[src/rtl/clkdiv_pkg.sv]
// Shared definitions for the programmable clock divider.
//   DIV_MIN     : smallest divisor that can be loaded at runtime.
//   run_state_e : run/stop state of the divider.
//   hlen()      : number of whole posedge cycles that hi_p stays high for divisor n.
package clkdiv_pkg;

  localparam int unsigned DIV_MIN = 2;

  typedef enum logic {
    StStop,
    StRun
  } run_state_e;

  // Odd divisors get their extra half cycle from the negedge stretch flop,
  // so the posedge high phase is one shorter than n/2 rounded up.
  function automatic int unsigned hlen(input int unsigned n);
    if (n[0]) begin
      return (n - 1) / 2;
    end else begin
      return n / 2;
    end
  endfunction

endpackage

[src/rtl/frequency_divider_prog_if.sv]
// Control/status bundle of the programmable clock divider.
//   en        : run enable (master -> slave)
//   div_load  : one-cycle strobe requesting a new divisor (master -> slave)
//   div_in    : requested divisor (master -> slave)
//   clk_out   : divided 50%-duty clock (slave -> master)
//   tick      : one-cycle strobe at each output period start (slave -> master)
//   div_cur   : divisor currently in effect (slave -> master)
//   div_err   : sticky illegal-divisor flag (slave -> master)
interface frequency_divider_prog_if #(
  parameter int unsigned W = 8
);

  logic         en;
  logic         div_load;
  logic [W-1:0] div_in;
  logic         clk_out;
  logic         tick;
  logic [W-1:0] div_cur;
  logic         div_err;

  modport master (
    output en,
    output div_load,
    output div_in,
    input  clk_out,
    input  tick,
    input  div_cur,
    input  div_err
  );

  modport slave (
    input  en,
    input  div_load,
    input  div_in,
    output clk_out,
    output tick,
    output div_cur,
    output div_err
  );

endinterface

[src/rtl/clkdiv_neg_stretch.sv]
// Negedge half-cycle stretcher for odd divisors. The only negedge logic of the
// divider lives here so it can be constrained on its own.
//   clk_i     : input clock (flop uses its falling edge)
//   rst_i     : synchronous active-high clear, sampled on the falling edge
//   hi_p_i    : posedge-domain high phase
//   gate_i    : 1 while running with an odd divisor
//   stretch_o : hi_p delayed by half a cycle, forced low when gate_i is 0
module clkdiv_neg_stretch (
  input  logic clk_i,
  input  logic rst_i,
  input  logic hi_p_i,
  input  logic gate_i,
  output logic stretch_o
);

  logic hi_n_q;
  logic hi_n_d;

  always_comb begin
    hi_n_d = hi_p_i;
  end

  always_ff @(negedge clk_i) begin
    if (rst_i) begin
      hi_n_q <= 1'b0;
    end else begin
      hi_n_q <= hi_n_d;
    end
  end

  assign stretch_o = hi_n_q & gate_i;

endmodule

[src/rtl/frequency_divider_prog.sv]
// Runtime-programmable integer clock divider producing a 50%-duty clk_out at
// clk/N (2 <= N <= 2^W-1) plus a one-cycle tick at each output period start.
// New divisors are held pending and only take effect at a period boundary, so
// clk_out never shows a runt pulse except when rst cuts a period short.
//   W       : divisor width
//   DIV_RST : divisor in effect after reset (>= 2)
//   clk     : input clock
//   rst     : synchronous active-high reset
//   bus_io  : control/status bundle (en, div_load, div_in, clk_out, tick,
//             div_cur, div_err)
module frequency_divider_prog
  import clkdiv_pkg::*;
#(
  parameter int unsigned W       = 8,
  parameter int unsigned DIV_RST = 3
) (
  input  logic                  clk,
  input  logic                  rst,
  frequency_divider_prog_if.slave bus_io
);

  localparam logic [W-1:0] DivRst = W'(DIV_RST);
  localparam logic [W-1:0] DivMin = W'(DIV_MIN);
  localparam logic [W-1:0] One    = W'(1);

  run_state_e   state_q, state_d;
  logic [W-1:0] cnt_q, cnt_d;
  logic [W-1:0] div_cur_q, div_cur_d;
  logic [W-1:0] div_pend_q, div_pend_d;
  logic         pend_v_q, pend_v_d;
  logic         div_err_q, div_err_d;
  logic         hi_p_q, hi_p_d;
  logic         tick_q, tick_d;

  logic [W-1:0] last_cnt;
  logic [W-1:0] hlen_d;
  logic         wrap;
  logic         reload;
  logic         load_ok;
  logic         load_bad;
  logic         stretch;

  assign last_cnt = div_cur_q - One;
  assign wrap     = (state_q == StRun) && (cnt_q == last_cnt);
  // Period boundary: either the end of a running period or a start from stop.
  assign reload   = wrap || ((state_q == StStop) && bus_io.en);
  assign load_ok  = bus_io.div_load && (bus_io.div_in >= DivMin);
  assign load_bad = bus_io.div_load && (bus_io.div_in < DivMin);

  // Run/stop state: a running period always completes before stopping.
  always_comb begin
    state_d = state_q;
    unique case (state_q)
      StStop: begin
        if (bus_io.en) begin
          state_d = StRun;
        end
      end
      StRun: begin
        if (wrap && !bus_io.en) begin
          state_d = StStop;
        end
      end
    endcase
  end

  // Divisor bookkeeping, counter and waveform next-state.
  always_comb begin
    div_cur_d  = div_cur_q;
    div_pend_d = div_pend_q;
    pend_v_d   = pend_v_q;
    div_err_d  = div_err_q;
    cnt_d      = cnt_q;
    hlen_d     = '0;
    hi_p_d     = 1'b0;
    tick_d     = 1'b0;

    if (reload && pend_v_q) begin
      div_cur_d = div_pend_q;
      pend_v_d  = 1'b0;
    end

    // Captured after the reload above, so a load on the boundary edge waits
    // for the next boundary.
    if (load_ok) begin
      div_pend_d = bus_io.div_in;
      pend_v_d   = 1'b1;
    end

    if (load_bad) begin
      div_err_d = 1'b1;
    end

    if (state_d == StStop) begin
      cnt_d = div_cur_d - One;
    end else if (reload) begin
      cnt_d = '0;
    end else begin
      cnt_d = cnt_q + One;
    end

    hlen_d = W'(hlen(32'(div_cur_d)));
    hi_p_d = (state_d == StRun) && (cnt_d < hlen_d);
    tick_d = (state_d == StRun) && reload;
  end

  always_ff @(posedge clk) begin
    if (rst) begin
      state_q    <= StStop;
      cnt_q      <= DivRst - One;
      div_cur_q  <= DivRst;
      div_pend_q <= DivRst;
      pend_v_q   <= 1'b0;
      div_err_q  <= 1'b0;
      hi_p_q     <= 1'b0;
      tick_q     <= 1'b0;
    end else begin
      state_q    <= state_d;
      cnt_q      <= cnt_d;
      div_cur_q  <= div_cur_d;
      div_pend_q <= div_pend_d;
      pend_v_q   <= pend_v_d;
      div_err_q  <= div_err_d;
      hi_p_q     <= hi_p_d;
      tick_q     <= tick_d;
    end
  end

  // Gating with the run state makes clk_out drop right at a reset edge even
  // though the negedge flop only clears half a cycle later.
  clkdiv_neg_stretch u_neg_stretch (
    .clk_i     (clk),
    .rst_i     (rst),
    .hi_p_i    (hi_p_q),
    .gate_i    (div_cur_q[0] && (state_q == StRun)),
    .stretch_o (stretch)
  );

  assign bus_io.clk_out = hi_p_q | stretch;
  assign bus_io.tick    = tick_q;
  assign bus_io.div_cur = div_cur_q;
  assign bus_io.div_err = div_err_q;

endmodule

[src/flat_wrapper.sv]
// flat-port wrapper written by rule: the top's interface ports become plain ports
module frequency_divider_prog_flat import clkdiv_pkg::*;
#(
  parameter int unsigned W       = 8,
  parameter int unsigned DIV_RST = 3
)
  (clk, rst, bus_io_en, bus_io_div_load, bus_io_div_in, bus_io_clk_out, bus_io_tick, bus_io_div_cur, bus_io_div_err);
  frequency_divider_prog_if #(.W(W)) bus_io_i ();
  input  logic clk;
  input  logic rst;
  input wire logic [$bits(bus_io_i.en)-1:0] bus_io_en;
  input wire logic [$bits(bus_io_i.div_load)-1:0] bus_io_div_load;
  input wire logic [$bits(bus_io_i.div_in)-1:0] bus_io_div_in;
  output wire logic [$bits(bus_io_i.clk_out)-1:0] bus_io_clk_out;
  output wire logic [$bits(bus_io_i.tick)-1:0] bus_io_tick;
  output wire logic [$bits(bus_io_i.div_cur)-1:0] bus_io_div_cur;
  output wire logic [$bits(bus_io_i.div_err)-1:0] bus_io_div_err;
  assign bus_io_i.en = bus_io_en;
  assign bus_io_i.div_load = bus_io_div_load;
  assign bus_io_i.div_in = bus_io_div_in;
  assign bus_io_clk_out = bus_io_i.clk_out;
  assign bus_io_tick = bus_io_i.tick;
  assign bus_io_div_cur = bus_io_i.div_cur;
  assign bus_io_div_err = bus_io_i.div_err;
  frequency_divider_prog #(.W(W), .DIV_RST(DIV_RST)) u_core (.clk(clk), .rst(rst), .bus_io(bus_io_i));
endmodule
[config.mk]
export PLATFORM = sky130hd
export DESIGN_NAME = frequency_divider_prog_flat
export DESIGN_NICKNAME = d
export VERILOG_FILES = /design/src/rtl/clkdiv_pkg.sv /design/src/rtl/frequency_divider_prog_if.sv /design/src/rtl/clkdiv_neg_stretch.sv /design/src/rtl/frequency_divider_prog.sv /design/src/flat_wrapper.sv
export SDC_FILE = /design/constraint.sdc
export NUM_CORES = 1
export LEC_CHECK = 0
export BUFFER_PORTS_ARGS = -buffer_cell sky130_fd_sc_hd__buf_2
export CORE_MARGIN = 3
export CORE_UTILIZATION = 40
export DETAILED_ROUTE_END_ITERATION = 7
export SLEW_MARGIN = 10
export SYNTH_ARGS = -nofsm -noshare
export SYNTH_HDL_FRONTEND = slang
export SYNTH_SLANG_ARGS = --single-unit
[constraint.sdc]
create_clock -name clk -period 8.3 [get_ports clk]
set_input_delay 2.49 -clock clk [delete_from_list [all_inputs] [get_ports clk]]
set_output_delay 2.49 -clock clk [all_outputs]
set_load 0.02 [all_outputs]
=== Word-level counts from Yosys, hierarchy flattened ===
Cells that the tools add are included.
W data, S select, Z words.

* Eq/ne operators: 1
* Reduce and logical (&&, ||, !) cells: 12
* $add $sub $neg: 4
* Bitwise operators: 3
* Order comparisons: 3
* Multiplexer cells: 9

{| class="wikitable"
|+ Operators with widths
! cell !! number
|-
| $mux W8 || 4
|-
| $sub A8 B1 Y8 const B || 2
|-
| $logic_and A1 B1 Y1 || 9
|-
| $sub A8 B1 Y9 const B || 1
|-
| $add A8 B1 Y8 const B || 1
|-
| $eq A8 B8 Y1 || 1
|-
| $ge A8 B2 Y1 const B || 1
|-
| $lt A8 B2 Y1 const B || 1
|-
| $lt A8 B8 Y1 || 1
|-
| $mux W1 || 4
|-
| $pmux W1 S2 || 1
|-
| $reduce_bool A2 Y1 || 1
|-
| $and A1 B1 Y1 || 1
|-
| $logic_not A1 Y1 || 1
|-
| $logic_or A1 B1 Y1 || 1
|-
| $not A1 Y1 || 1
|-
| $or A1 B1 Y1 || 1
|}

* Input bits: 12
* Word-level logic and storage cells: 41
* Output and inout port bits: 11
* Bits in registers: 30

=== Logic depth before layout (Yosys ltp) ===
Gate-level depths: netlist of run 1.

* Depth in word-level cells: 10
* Mapped depth: 21
* Depth with buffers taken out: 18

=== Cells and area by module ===
Synthesis of run 1 repeated with hierarchy kept, for this count alone.

* Cell total of the unflattened synthesis: 241
* Area total of the unflattened synthesis: 2023.2 um^2

{| class="wikitable"
|+ Modules (own cells, without submodules)
! module !! seq. area each (um^2) !! cells each !! area each (um^2) !! times used
|-
| frequency_divider_prog || 580.6 || 237 || 1979.4 || 1
|-
| clkdiv_neg_stretch || 20.0 || 4 || 43.8 || 1
|}

==> results, run 1 <==
- The count of flip-flops with a built-in enable after synthesis is 0.
- Of all flip-flops after synthesis, the portion carrying an async set or reset was 0%.
- The tree built by TritonCTS fans out to 30 sinks.
- The primary flip-flop cell chosen by synthesis mapping is sky130_fd_sc_hd__dfxtp_1.
- For flop-to-flop paths, the worst setup slack is 2.94 ns.
- The wire length reported by the detailed router is 4450 um.
- Traced cell by cell, the critical path runs through a31o_2 > buf_2.
- For this run the aggregate overflow at the end of global routing stands at 0.
- The register clock-pin slew on the reported worst setup and hold paths is 0.06 ns.
- The post-synth design cell area is 1990 um2.
- Dividing total power by cell area gives a power density of 170 nW/um2.
- The root buffer cell chosen for the clock tree is sky130_fd_sc_hd__clkbuf_8.
- In this run the mean area of a mapped cell was 8.53 um2.
- The area inside the core boundary is 4750 um2.
- The start point of the critical path is u_core.u_neg_stretch.hi_n_q.
- STA classifies the critical path endpoint as an output port.
- The H-tree was split into 2 levels.
- The worst endpoint required time is 5.81 ns.
- The biggest fanout along the worst timing path is 1.
- The detail route stage leaves a number of antenna-violating nets equal to 0.
- The count of distinct cell types in the synthesized netlist is 51.
- The initial cell density of the core is 41.8%.
- The classification of the worst-slack hold path is reg -> reg.
- Detailed placement finished with a half-perimeter wire length of 3410 um.
- The placed cell area is 2120 um2.
- The longest individual stage delay on the worst path is 0.29 ns.
- The global-route wire length before repair is 7800 um.
- At the pin with the least slew margin, the transition time is 0.998 ns.
- For the final database, setup skew stands at 0.0530 ns.
- Summed over all failing endpoints, the final setup total negative slack is 0 ns.
- The critical register-to-register path endpoint is u_core.hi_p_q.
- The count of warnings emitted by yosys is 0.
- The first detailed-routing pass took 4 iterations.
- The number of hold buffers added after CTS is 0.
- Including well taps, the total number of placed cells is 311.
- The overall via count from detail_route is 1675.
- The die is 76.5 um wide.
- TritonCTS built the clock tree.
- Excluding fillers, the count of instances in the completed layout stands at 319.
- Counting the buffers created by CTS gives 5.
- Clock latency on the worst-skew pair, taken at its later pin, is 0.33 ns.
- The congestion estimate from routability-driven global placement came to 0.774.
- The worst pin sits at a relative slew slack of 33.5%.
- Of the cells placed in the final design, the portion with a size suffix greater than 1 is 15.9%.
- The worst hold path was traced through 2 stages.
- The die covers 5850 um2.
- The number of gates resized after cts is 0.
- STA classifies the critical path startpoint as a flop.
- The analysis attributes to cell leakage a power of 1.01 nW.
- Setup repair after global routing left no endpoint under its margin.
- The post-synthesis sequential area ratio is 30.2%.
- After synthesis the netlist holds a flip-flop and latch count of 30.
- The mean number of vias per cell is 5.25.
- The overall fraction of global-route tracks in use is 16.5%.
- The hold violation count in the final report is 0.
- The final layout net count is 273.
- The initial DRC count is 82.
- The run finished with clean final reports.
- The worst endpoint data arrival time is 5.15 ns.
- The diode insertion count for antenna repair is 0.
- The maximum clock insertion buffer count is 2.
- The startpoint of the tightest hold check path is u_core.bus_io.div_err.
- The total setup buffers inserted after CTS is 0.
- The number of maximum-capacitance violations is 0.
- The worst register-to-register path has a depth of 17.
- The library cell used most frequently in the layout, excluding fill and tap cells, is sky130_fd_sc_hd__dfxtp_1.
- Synthesis produced a netlist with a net count of 255.
- Across the VDD grid, the largest voltage drop is 0.142 mV.
- Final hold analysis gives a worst-case slack of 0.480 ns.
- Compared with the post-synthesis result, the final layout area differs by 12.1%.
- The count of buffers added on input and output ports is 22.
- The cell count after synthesis came out at 233.
- After detailed routing, the number of remaining DRC violations is 0.
- The area of all placed cells without fillers is 2230 um2.
- The critical path in this run is classified as reg -> out.
- In this run the count of I/O pins placed on the die edge is 23.
- The per-cell routed wire length is 14.0 um.
- The pin count of the biggest net entering global routing is 30.
- The top cell types in the final layout, fill and taps aside, are sky130_fd_sc_hd__dfxtp_1 (30), sky130_fd_sc_hd__nand2_1 (24), sky130_fd_sc_hd__buf_2 (22).
- The number of pins with negative max-slew slack in the final report came to 0.
- The number of global-route vias before repair came to 1628.
- The worst hold path terminates at u_core.bus_io.div_err.
- The chip height is 76.5 um.
- The slowest cell on the critical path is sky130_fd_sc_hd__dfxtp_1.
- The startpoint identified for the worst register-to-register timing path is u_core.bus_io.div_cur[0].
- Setup violations remaining at the end of the flow were counted as 0.
- Row generation in the floorplan step produced 25 rows.
- The number of antenna violations at the first check in global routing came to 0.
==> cell usage after synthesis (2+ instances only) <==
library cell                n  area share (%)
sky130_fd_sc_hd__nand4_1    2            0.63
sky130_fd_sc_hd__o21ai_0    5             1.3
sky130_fd_sc_hd__xnor2_1   15             6.6
sky130_fd_sc_hd__o22ai_1    5             1.6
sky130_fd_sc_hd__a211o_1    2            0.88
sky130_fd_sc_hd__nor3b_1    2            0.75
sky130_fd_sc_hd__mux2i_1   13             6.5
sky130_fd_sc_hd__nand2b_1   5             1.6
sky130_fd_sc_hd__clkbuf_1   7             1.3
sky130_fd_sc_hd__or3_1      2            0.63
sky130_fd_sc_hd__nand2_1   24             4.5
sky130_fd_sc_hd__nor2_1    17             3.2
sky130_fd_sc_hd__nor4_1     4             1.3
sky130_fd_sc_hd__or2_2      2            0.63
sky130_fd_sc_hd__ha_1      10             6.3
sky130_fd_sc_hd__o31ai_1    2            0.75
sky130_fd_sc_hd__nor3_1     3            0.75
sky130_fd_sc_hd__nand3_1   10             2.5
sky130_fd_sc_hd__xor2_1    11             4.8
sky130_fd_sc_hd__a21oi_1   14             3.5
sky130_fd_sc_hd__buf_2      2            0.50
sky130_fd_sc_hd__nor2b_1    9             2.8
sky130_fd_sc_hd__dfxtp_1   30              30
sky130_fd_sc_hd__inv_1      9             1.7
sky130_fd_sc_hd__or4_1      2            0.75
==> area by class of cell <==
type                            instances  area, um2
Fill cell                             520       2520
Multi-Input combinational cell        181       1270
Sequential cell                        30        601
Timing Repair Buffer                   24        125
Clock buffer                            8        111
Tap cell                               67       83.8
Inverter                                8       30.0
Clock inverter                          1       3.75
==> metal layers <==
| layer | vias up | GRT usage (%) | share of wire, % |
|---|---|---|---|
| met1 | 771 | 21.1 | 48 |
| met3 | 11 | 3.07 | 3.2 |
| met5 | - | 0 | 0 |
| met2 | 34 | 27.5 | 47 |
| met4 | 0 | 5.98 | 1.9 |
| li1 | 859 | - | - |
==> state kept, by name, summed over array words and instances (netlist names) <==
signal	cells
u_core.u_neg_stretch.hi_n_q	1
u_core.bus_io.div_cur	8
u_core.pend_v_q	1
u_core.hi_p_q	1
u_core.bus_io.div_err	1
u_core.state_q	1
u_core.div_pend_q	8
u_core.bus_io.tick	1
u_core.cnt_q	8
==> critical path: cells and delay by family (launching register included) <==
kind,cells,cell delay (ns)
flops,1,0.29
compound gates,1,0.22
buf+inv,1,0.15
==> kinds of logic after synthesis <==
| kind of cell | share of synthesized area [%] |
|---|---|
| compound gates | 14.0 |
| xor+xnor | 11.5 |
| fa+ha+maj | 6.29 |
| buf+inv | 5.66 |
| flops | 30.2 |
| mux | 7.11 |
| simple gates | 25.3 |
==> through the flow <==
step | power [mW] | util [%] | setup WS [ns]
after CTS | 0.384 | 46.9 | 0.654
final | 0.379 | 46.9 | 0.665
after detailed placement | 0.243 | 44.6 | 1.00
after floorplan | 0.226 | - | 1.11
after global placement | 0.243 | 44.6 | 1.01
after global routing | 0.402 | 46.9 | 0.628
==> worst max path at each step <==
stage	endpoint	cells past startpoint	slack (ns)
floorplan	bus_io_clk_out	1	1.11
global placement	bus_io_clk_out	2	1.01
detailed placement	bus_io_clk_out	2	1.00
CTS	bus_io_clk_out	2	0.65
global route	bus_io_clk_out	2	0.63
finish	bus_io_clk_out	2	0.66
==> where the power goes <==
part	internal, mW	total [mW]	switching (mW)
Sequential	0.152	0.163	0.0108
Clock	0.0862	0.141	0.0545
Combinational	0.0343	0.0758	0.0415
Note: power is estimated with default switching activity, not from simulation.
==> run 2: changes to the inputs <==
Settings changed: SYNTH_HIERARCHICAL set to 1.
==> run 2 against run 1 <==
Synthesized cell count grew 3.4%. Sequential share of layout area shrank 0.12 points. Count of clock-buffer cells in the layout is the same. Clock skew is 0.0030 ns lower. Setup slack worse by 0.18 ns. Non-clock buffer count shrank 1. Power is 5.4% lower.
==> results, run 2 <==
- The biggest fanout along the worst timing path is 1 (unchanged).
- The register bit count reported by yosys was 30 (unchanged).
- The overall via count from detail_route came to 1701 (was 1675).
- The power share of the clock group came to 34.0% (was 37.1%).
- The library cell occupying the most area in the post-synthesis netlist is sky130_fd_sc_hd__dfxtp_1 (unchanged).
- The count of warnings emitted by yosys is 6 (was 0).
- The total clock sinks was 30 (unchanged).
- The cell leakage power is 0.891 nW (was 1.01 nW).
- The overall die area came to 5950 um2 (was 5850 um2).
- The post-synth design cell area is 2020 um2 (was 1990 um2).
- The number of hold buffers added after CTS is 0 (unchanged).
- The worst max-slew margin expressed relative to the limit is 58.7% (was 33.5%).
- The internal power summed over all cells came to 0.254 mW (was 0.273 mW).
- Result of the run: finished clean (unchanged).
- The maximum level of the CTS H-tree is 2 (unchanged).
- The placed cell area is 2150 um2 (was 2120 um2).
- List of cells traversed by the critical path: and2_1 > or2_2 > buf_2 (was a31o_2 > buf_2).
- The switching fraction of total power was 29.2% (was 28.1%).
- The leading cell type in the layout, fill and taps excluded is sky130_fd_sc_hd__dfxtp_1 (unchanged).
- The synthesis-to-finish area growth is 10.7% (was 12.1%).
- The diode insertion count for antenna repair is 0 (unchanged).
- The endpoint class of the critical path is an output port (unchanged).
- The critical path buffer and inverter count is 1 (unchanged).
- The final layout net count is 278 (was 273).
- The total power of the final layout came to 0.359 mW (was 0.379 mW).
- The wire length reported by the detailed router is 4540 um (was 4450 um).
- The number of antenna violations at the first check in global routing was 0 (unchanged).
- The number of port buffers is 22 (unchanged).
- The number of gates resized after cts is 0 (unchanged).
- The final-layout setup total negative slack is 0 ns (unchanged).
- The area occupied by registers was 601 um2 (unchanged).
- The clock skew after layout is 0.0500 ns (was 0.0530 ns).
- The proportion of netlist area held by the largest area contributor is 29.7% (was 30.2%).
- The post-synthesis sequential area ratio is 29.7% (was 30.2%).
- The number of filler cells placed in the layout was 518 (was 520).
- Synth top cells by count: sky130_fd_sc_hd__dfxtp_1 (30), sky130_fd_sc_hd__nand2_1 (27), sky130_fd_sc_hd__nor2_1 (19) (was sky130_fd_sc_hd__dfxtp_1 (30), sky130_fd_sc_hd__nand2_1 (24), sky130_fd_sc_hd__nor2_1 (17)).
- The initial cell density of the core is 42.0% (was 41.8%).
- The count of final setup violators is 0 (unchanged).
- The per-cell routed wire length is 14.0 um (about the same).
- The sequential cell fraction of total power is 45.2% (was 42.9%).
- The TritonCTS buffer count came to 5 (unchanged).
- The synthesized netlist net count is 263 (was 255).
- The slowest cell on the critical path is sky130_fd_sc_hd__dfxtp_1 (unchanged).
- The total congestion overflow after global routing is 0 (unchanged).
- The count of distinct cell types in the synthesized netlist is 52 (was 51).
- The die outline width is 77.1 um (was 76.5 um).
- The placer's final routability congestion estimate is 0.760 (was 0.774).
- The hold violation count in the final report is 0 (unchanged).
- Top area cells in the synthesized netlist: sky130_fd_sc_hd__dfxtp_1 (30%), sky130_fd_sc_hd__xnor2_1 (6.9%), sky130_fd_sc_hd__ha_1 (6.2%) (was sky130_fd_sc_hd__dfxtp_1 (30%), sky130_fd_sc_hd__xnor2_1 (6.6%), sky130_fd_sc_hd__mux2i_1 (6.5%)).
- The number of maximum-capacitance violations came to 0 (unchanged).
- The chip height was 77.1 um (was 76.5 um).
- The clock latency of the later-clocked register in the worst-skew pair is 0.33 ns (about the same).
- The number of global-route vias before repair came to 1674 (was 1628).
- The switching component of the power was 0.105 mW (was 0.107 mW).
- The number of top-level pins is 23 (unchanged).
- The transition time at the pin with the least slew margin was 0.618 ns (was 0.998 ns).
- The area inside the core boundary came to 4820 um2 (was 4750 um2).
- The mean number of vias per cell is 5.25 (about the same).
- The total area of multi-input combinational cells is 1330 um2 (was 1270 um2).
- The cell at the root of the clock tree is sky130_fd_sc_hd__clkbuf_8 (unchanged).
- Highest-count cells in the layout ignoring fill and taps: sky130_fd_sc_hd__dfxtp_1 (30), sky130_fd_sc_hd__nand2_1 (27), sky130_fd_sc_hd__buf_2 (22) (was sky130_fd_sc_hd__dfxtp_1 (30), sky130_fd_sc_hd__nand2_1 (24), sky130_fd_sc_hd__buf_2 (22)).
- The leading cell type by number of instances after synthesis is sky130_fd_sc_hd__dfxtp_1 (unchanged).
- The clock tree from TritonCTS is done (unchanged).
- The register clock-pin slew on the reported worst setup and hold paths is 0.06 ns (about the same).
- The number of routed nets with antenna violations is 0 (unchanged).
- The share of flip-flops with an asynchronous set or reset after synthesis is 0% (unchanged).
- The worst vdd rail ir drop is 0.0921 mV (was 0.142 mV).
- The number of rows created at floorplan is 25 (unchanged).
- The kind of critical path is reg -> out (unchanged).
- The pin count of the biggest net entering global routing is 32 (was 30).
- The primary flip-flop cell chosen by synthesis mapping is sky130_fd_sc_hd__dfxtp_1 (unchanged).
- The initial DRC count was 50 (was 82).
- The synthesized area per cell came to 8.39 um2 (was 8.53 um2).
- The kind of cell adding the most delay to the critical path was simple AND/OR/NAND/NOR gates (was flip-flops).
- The fraction of layout cells with a size suffix above 1 is 15.6% (was 15.9%).
- The longest individual stage delay on the worst path is 0.28 ns (was 0.29 ns).
- The global-route wire length before repair was 7870 um (was 7800 um).
- The iteration count of the initial detailed-routing pass came to 4 (unchanged).
- The combinational share of power is 20.7% (was 20.0%).
- The maximum clock insertion buffer count is 2 (unchanged).
- The worst endpoint data arrival time is 5.33 ns (was 5.15 ns).
- The total setup buffers inserted after CTS is 0 (unchanged).
- The total power divided by cell area is 160 nW/um2 (was 170 nW/um2).
- The classification of the worst-slack hold path is reg -> reg (unchanged).
- The overall fraction of global-route tracks in use is 16.5% (about the same).
- The area of all placed cells without fillers is 2240 um2 (was 2230 um2).
- The kind of start point of the critical path is a flop (unchanged).
- The count of flip-flops with a built-in enable after synthesis is 0 (unchanged).
- The synthesized netlist cell count came to 241 (was 233).
- RSZ-0062 raised after global routing: false (unchanged).
- The number of pins with negative max-slew slack in the final report is 0 (unchanged).
- The total DRC errors in the routed layout is 0 (unchanged).
- The HPWL after detailed placement is 3440 um (was 3410 um).
- The worst endpoint required time is 5.81 ns (about the same).
run 2: cell count changes after synthesis, moves of 2 or more:
cell,previous run,this run
sky130_fd_sc_hd__nor2_1,17,19
sky130_fd_sc_hd__inv_1,9,6
sky130_fd_sc_hd__nor3_1,3,7
sky130_fd_sc_hd__a21oi_1,14,9
sky130_fd_sc_hd__nand3b_1,0,2
sky130_fd_sc_hd__nand3_1,10,7
sky130_fd_sc_hd__nor2b_1,9,7
sky130_fd_sc_hd__nand2_1,24,27
sky130_fd_sc_hd__o31ai_1,2,0
sky130_fd_sc_hd__nor4_1,4,2
sky130_fd_sc_hd__nand2b_1,5,7
sky130_fd_sc_hd__and2_1,0,2
sky130_fd_sc_hd__o21ai_1,0,2
sky130_fd_sc_hd__clkbuf_1,7,10
run 2: worst paths after layout:
| kind | startpoint | to | slack [ns] | cells after the start |
|---|---|---|---|---|
| min reg2reg | u_core/bus_io.div_err | u_core/bus_io.div_err | 0.47 | 2 |
| max reg2reg | u_core/bus_io.div_cur[0] | u_core/hi_p_q | 2.60 | 18 |
| max | u_core/u_neg_stretch/hi_n_q | bus_io_clk_out | 0.48 | 3 |
| min | u_core/bus_io.div_err | u_core/bus_io.div_err | 0.47 | 2 |
run 2: final cells by class:
class	count	area share, %
Tap cell	67	3.74
Clock buffer	8	4.02
Sequential cell	30	26.8
Multi-Input combinational cell	190	59.2
Clock inverter	1	0.168
Timing Repair Buffer	23	5.25
Inverter	5	0.838
run 2: routing by layer:
layer	GRT usage [%]	part of all wire (%)	vias to the layer above
li1	-	-	872
met1	21.6	49	789
met2	26.9	46	36
met3	3.29	4.1	4
met4	5.34	1.2	0
met5	0	0	-
run 2: worst reg2reg max path, cell delays in order, from the launching register on:
cell                        delay, ns
sky130_fd_sc_hd__dfxtp_1         0.60
sky130_fd_sc_hd__inv_1           0.10
sky130_fd_sc_hd__ha_1            0.29
sky130_fd_sc_hd__or3_1           0.39
sky130_fd_sc_hd__a31o_1          0.25
sky130_fd_sc_hd__nor4_4          0.31
sky130_fd_sc_hd__o211ai_2        0.20
sky130_fd_sc_hd__a21boi_4        0.56
sky130_fd_sc_hd__mux2i_1         0.39
sky130_fd_sc_hd__ha_1            0.48
sky130_fd_sc_hd__nand2_1         0.12
sky130_fd_sc_hd__xor2_1          0.16
sky130_fd_sc_hd__mux2_2          0.27
sky130_fd_sc_hd__o22ai_1         0.20
sky130_fd_sc_hd__ha_1            0.29
sky130_fd_sc_hd__a21o_1          0.16
sky130_fd_sc_hd__a2111oi_0       0.57
sky130_fd_sc_hd__o21ai_0         0.18
sky130_fd_sc_hd__o21ai_1         0.13
run 2: cells by family (layout without fill, tap and decap cells):
logic type / after synthesis / in the layout / synth area share, %
xor+xnor: 28 / 28 / 12.1
mux: 15 / 15 / 7.61
flops: 30 / 30 / 29.7
buf+inv: 21 / 37 / 4.82
compound gates: 38 / 38 / 13.2
simple gates: 99 / 99 / 26.4
fa+ha+maj: 10 / 10 / 6.18
run 2: power by group through the flow:
stage          registers [mW]  clock network [mW]  logic [mW]
6_report                0.162               0.122      0.0744
3_3_place_gp            0.165             0.00151      0.0731
4_1_cts                 0.162               0.125      0.0743
5_1_grt                 0.164               0.129      0.0836
2_1_floorplan           0.162             0.00151      0.0598
3_5_place_dp            0.165             0.00151      0.0737
run 2: through the flow:
stage | util, % | worst slack [ns] | hold WS, ns | instances
finish | 46.5 | 0.483 | 0.468 | 324
global route | 46.5 | 0.416 | 0.513 | 324
CTS | 46.5 | 0.467 | 0.477 | 324
detailed placement | 44.6 | 0.814 | 0.462 | 316
global placement | 44.6 | 0.823 | 0.456 | 316
floorplan | - | 0.914 | 0.461 | 241
==> run 3: changes to the inputs <==
Settings changed: REMOVE_ABC_BUFFERS set to 1.
==> run 3 against run 2 <==
Critical path depth did not move. Flip-flop and latch count did not move. Global-route usage fell by 1.3 points. Die area did not move. Critical path type unchanged. Highest routed layer unchanged.
==> results, run 3 (synthesis results as in run 2) <==
- The total power divided by cell area came to 154 nW/um2 (was 160 nW/um2).
- The slowest cell on the critical path is sky130_fd_sc_hd__dfxtp_1 (unchanged).
- The worst endpoint data arrival time was 5.33 ns (about the same).
- The clock skew after layout is 0.0559 ns (was 0.0500 ns).
- The number of global-route vias before repair is 1502 (was 1674).
- The startpoint of the tightest hold check path is u_core/bus_io.div_err (unchanged).
- The cell leakage power is 0.893 nW (was 0.891 nW).
- The total setup buffers inserted after CTS is 0 (unchanged).
- The kind of cell adding the most delay to the critical path is simple AND/OR/NAND/NOR gates (unchanged).
- The cell at the root of the clock tree is sky130_fd_sc_hd__clkbuf_8 (unchanged).
- The global-route wire length before repair came to 7190 um (was 7870 um).
- The maximum level of the CTS H-tree was 2 (unchanged).
- The number of routed nets with antenna violations is 0 (unchanged).
- The number of rows created at floorplan is 25 (unchanged).
- The mean number of vias per cell came to 5.15 (was 5.25).
- The transition time at the pin with the least slew margin is 0.739 ns (was 0.618 ns).
- The TritonCTS buffer count is 5 (unchanged).
- The total congestion overflow after global routing is 0 (unchanged).
- The pin count of the biggest net entering global routing is 30 (was 32).
- The area inside the core boundary is 4820 um2 (unchanged).
- The kind of critical path was reg -> out (unchanged).
- The hold violation count in the final report is 0 (unchanged).
- RSZ-0062 raised after global routing: false (unchanged).
- The endpoint class of the critical path is an output port (unchanged).
- The placer's final routability congestion estimate came to 0.838 (was 0.760).
- The total area of multi-input combinational cells is 1330 um2 (unchanged).
- The critical path buffer and inverter count is 1 (unchanged).
- The number of antenna violations at the first check in global routing came to 0 (unchanged).
- The maximum clock insertion buffer count is 2 (unchanged).
- The initial DRC count is 26 (was 50).
- The final layout net count came to 278 (unchanged).
- The biggest fanout along the worst timing path is 1 (unchanged).
- The worst max-slew margin expressed relative to the limit is 49.5% (was 58.7%).
- The iteration count of the initial detailed-routing pass is 4 (unchanged).
- The area occupied by registers was 601 um2 (unchanged).
- The fraction of layout cells with a size suffix above 1 was 15.2% (was 15.6%).
- The worst endpoint required time is 5.81 ns (about the same).
- The clock tree from TritonCTS is done (unchanged).
- The number of filler cells placed in the layout is 512 (was 518).
- The overall via count from detail_route is 1668 (was 1701).
- The synthesis-to-finish area growth is 10.2% (was 10.7%).
- The number of pins with negative max-slew slack in the final report came to 0 (unchanged).
- The count of final setup violators came to 0 (unchanged).
- The longest individual stage delay on the worst path is 0.28 ns (about the same).
- The kind of start point of the critical path is a flop (unchanged).
- The final-layout setup total negative slack is 0 ns (unchanged).
- The classification of the worst-slack hold path is reg -> reg (unchanged).
- The number of top-level pins came to 23 (unchanged).
- The number of hold buffers added after CTS is 0 (unchanged).
- The number of maximum-capacitance violations is 0 (unchanged).
- The initial cell density of the core is 42.0% (unchanged).
- The diode insertion count for antenna repair is 0 (unchanged).
- The wire length reported by the detailed router came to 4330 um (was 4540 um).
- The register clock-pin slew on the reported worst setup and hold paths is 0.06 ns (about the same).
- The total DRC errors in the routed layout is 0 (unchanged).
- The start point of the critical path is u_core/u_neg_stretch/hi_n_q (unchanged).
- The chip height is 77.1 um (unchanged).
- The number of gates resized after cts is 0 (unchanged).
- The worst vdd rail ir drop came to 0.0891 mV (was 0.0921 mV).
- The die outline width came to 77.1 um (unchanged).
- The overall die area is 5950 um2 (unchanged).
- The tightest hold margin is 0.473 ns (was 0.468 ns).
- The critical register-to-register path startpoint is u_core/bus_io.div_cur[0] (unchanged).
- The clock latency of the later-clocked register in the worst-skew pair is 0.33 ns (about the same).
- The overall fraction of global-route tracks in use came to 15.1% (was 16.5%).
- The leading cell type in the layout, fill and taps excluded is sky130_fd_sc_hd__dfxtp_1 (unchanged).
- List of cells traversed by the critical path: and2_1 > or2_2 > buf_2 (unchanged).
- The total power of the final layout is 0.344 mW (was 0.359 mW).
- Result of the run: finished clean (unchanged).
- The total clock sinks came to 30 (unchanged).
- Highest-count cells in the layout ignoring fill and taps: sky130_fd_sc_hd__dfxtp_1 (30), sky130_fd_sc_hd__nand2_1 (27), sky130_fd_sc_hd__buf_2 (22) (unchanged).
- The number of port buffers is 22 (unchanged).
- The HPWL after detailed placement is 3310 um (was 3440 um).
- The per-cell routed wire length is 13.4 um (was 14.0 um).
==> run 3: cell types whose count changed in the layout (fill, tap and decap cells not counted) <==
cell	previous run	this run
sky130_fd_sc_hd__inv_1	6	8
sky130_fd_sc_hd__clkbuf_1	2	1
sky130_fd_sc_hd__clkbuf_8	6	5
==> run 3: cell type report <==
| cell class | count | share of cell area [%] |
|---|---|---|
| clock inverter | 3 | 0.505 |
| multi-input combinational | 190 | 59.4 |
| clock buffer | 6 | 3.25 |
| timing repair buffer | 23 | 5.27 |
| sequential | 30 | 26.9 |
| inverter | 5 | 0.842 |
| tap | 67 | 3.76 |
==> run 3: per-stage QoR <==
step	setup WS, ns	instance area (um2)	utilization (%)	instances
CTS	0.470	2230	46.3	324
global route	0.411	2230	46.3	324
global placement	0.820	2150	44.6	316
finish	0.485	2230	46.3	324
floorplan	0.914	1950	-	226
detailed placement	0.817	2150	44.6	316
==> run 3: metal layers <==
layer  track usage [%]  routed length [um]
met4              5.69                  60
met3              3.29                 174
met5                 0                   0
met2              22.9                1910
met1              20.9                2190
==> run 3: final timing paths <==
kind,end,slack [ns],depth (start not counted)
worst max-delay path,bus_io_clk_out,0.48,3
worst min-delay path,u_core/bus_io.div_err,0.47,2
worst max register to register,u_core/hi_p_q,2.58,18
worst min register to register,u_core/bus_io.div_err,0.47,2
==> run 3: where the power goes <==
group,leakage (nW),internal [mW],switching [mW]
Sequential,0.245,0.152,0.00989
Combinational,0.595,0.0335,0.0402
Clock,0.0531,0.0576,0.0512
==> run 3: tightest hold or removal path: cells and delay by family, from the launching register on <==
kind | cells | cell delay (ns)
and+or+nand+nor | 1 | 0.07
AOI/OAI and AO/OA | 1 | 0.04
DFF | 1 | 0.32
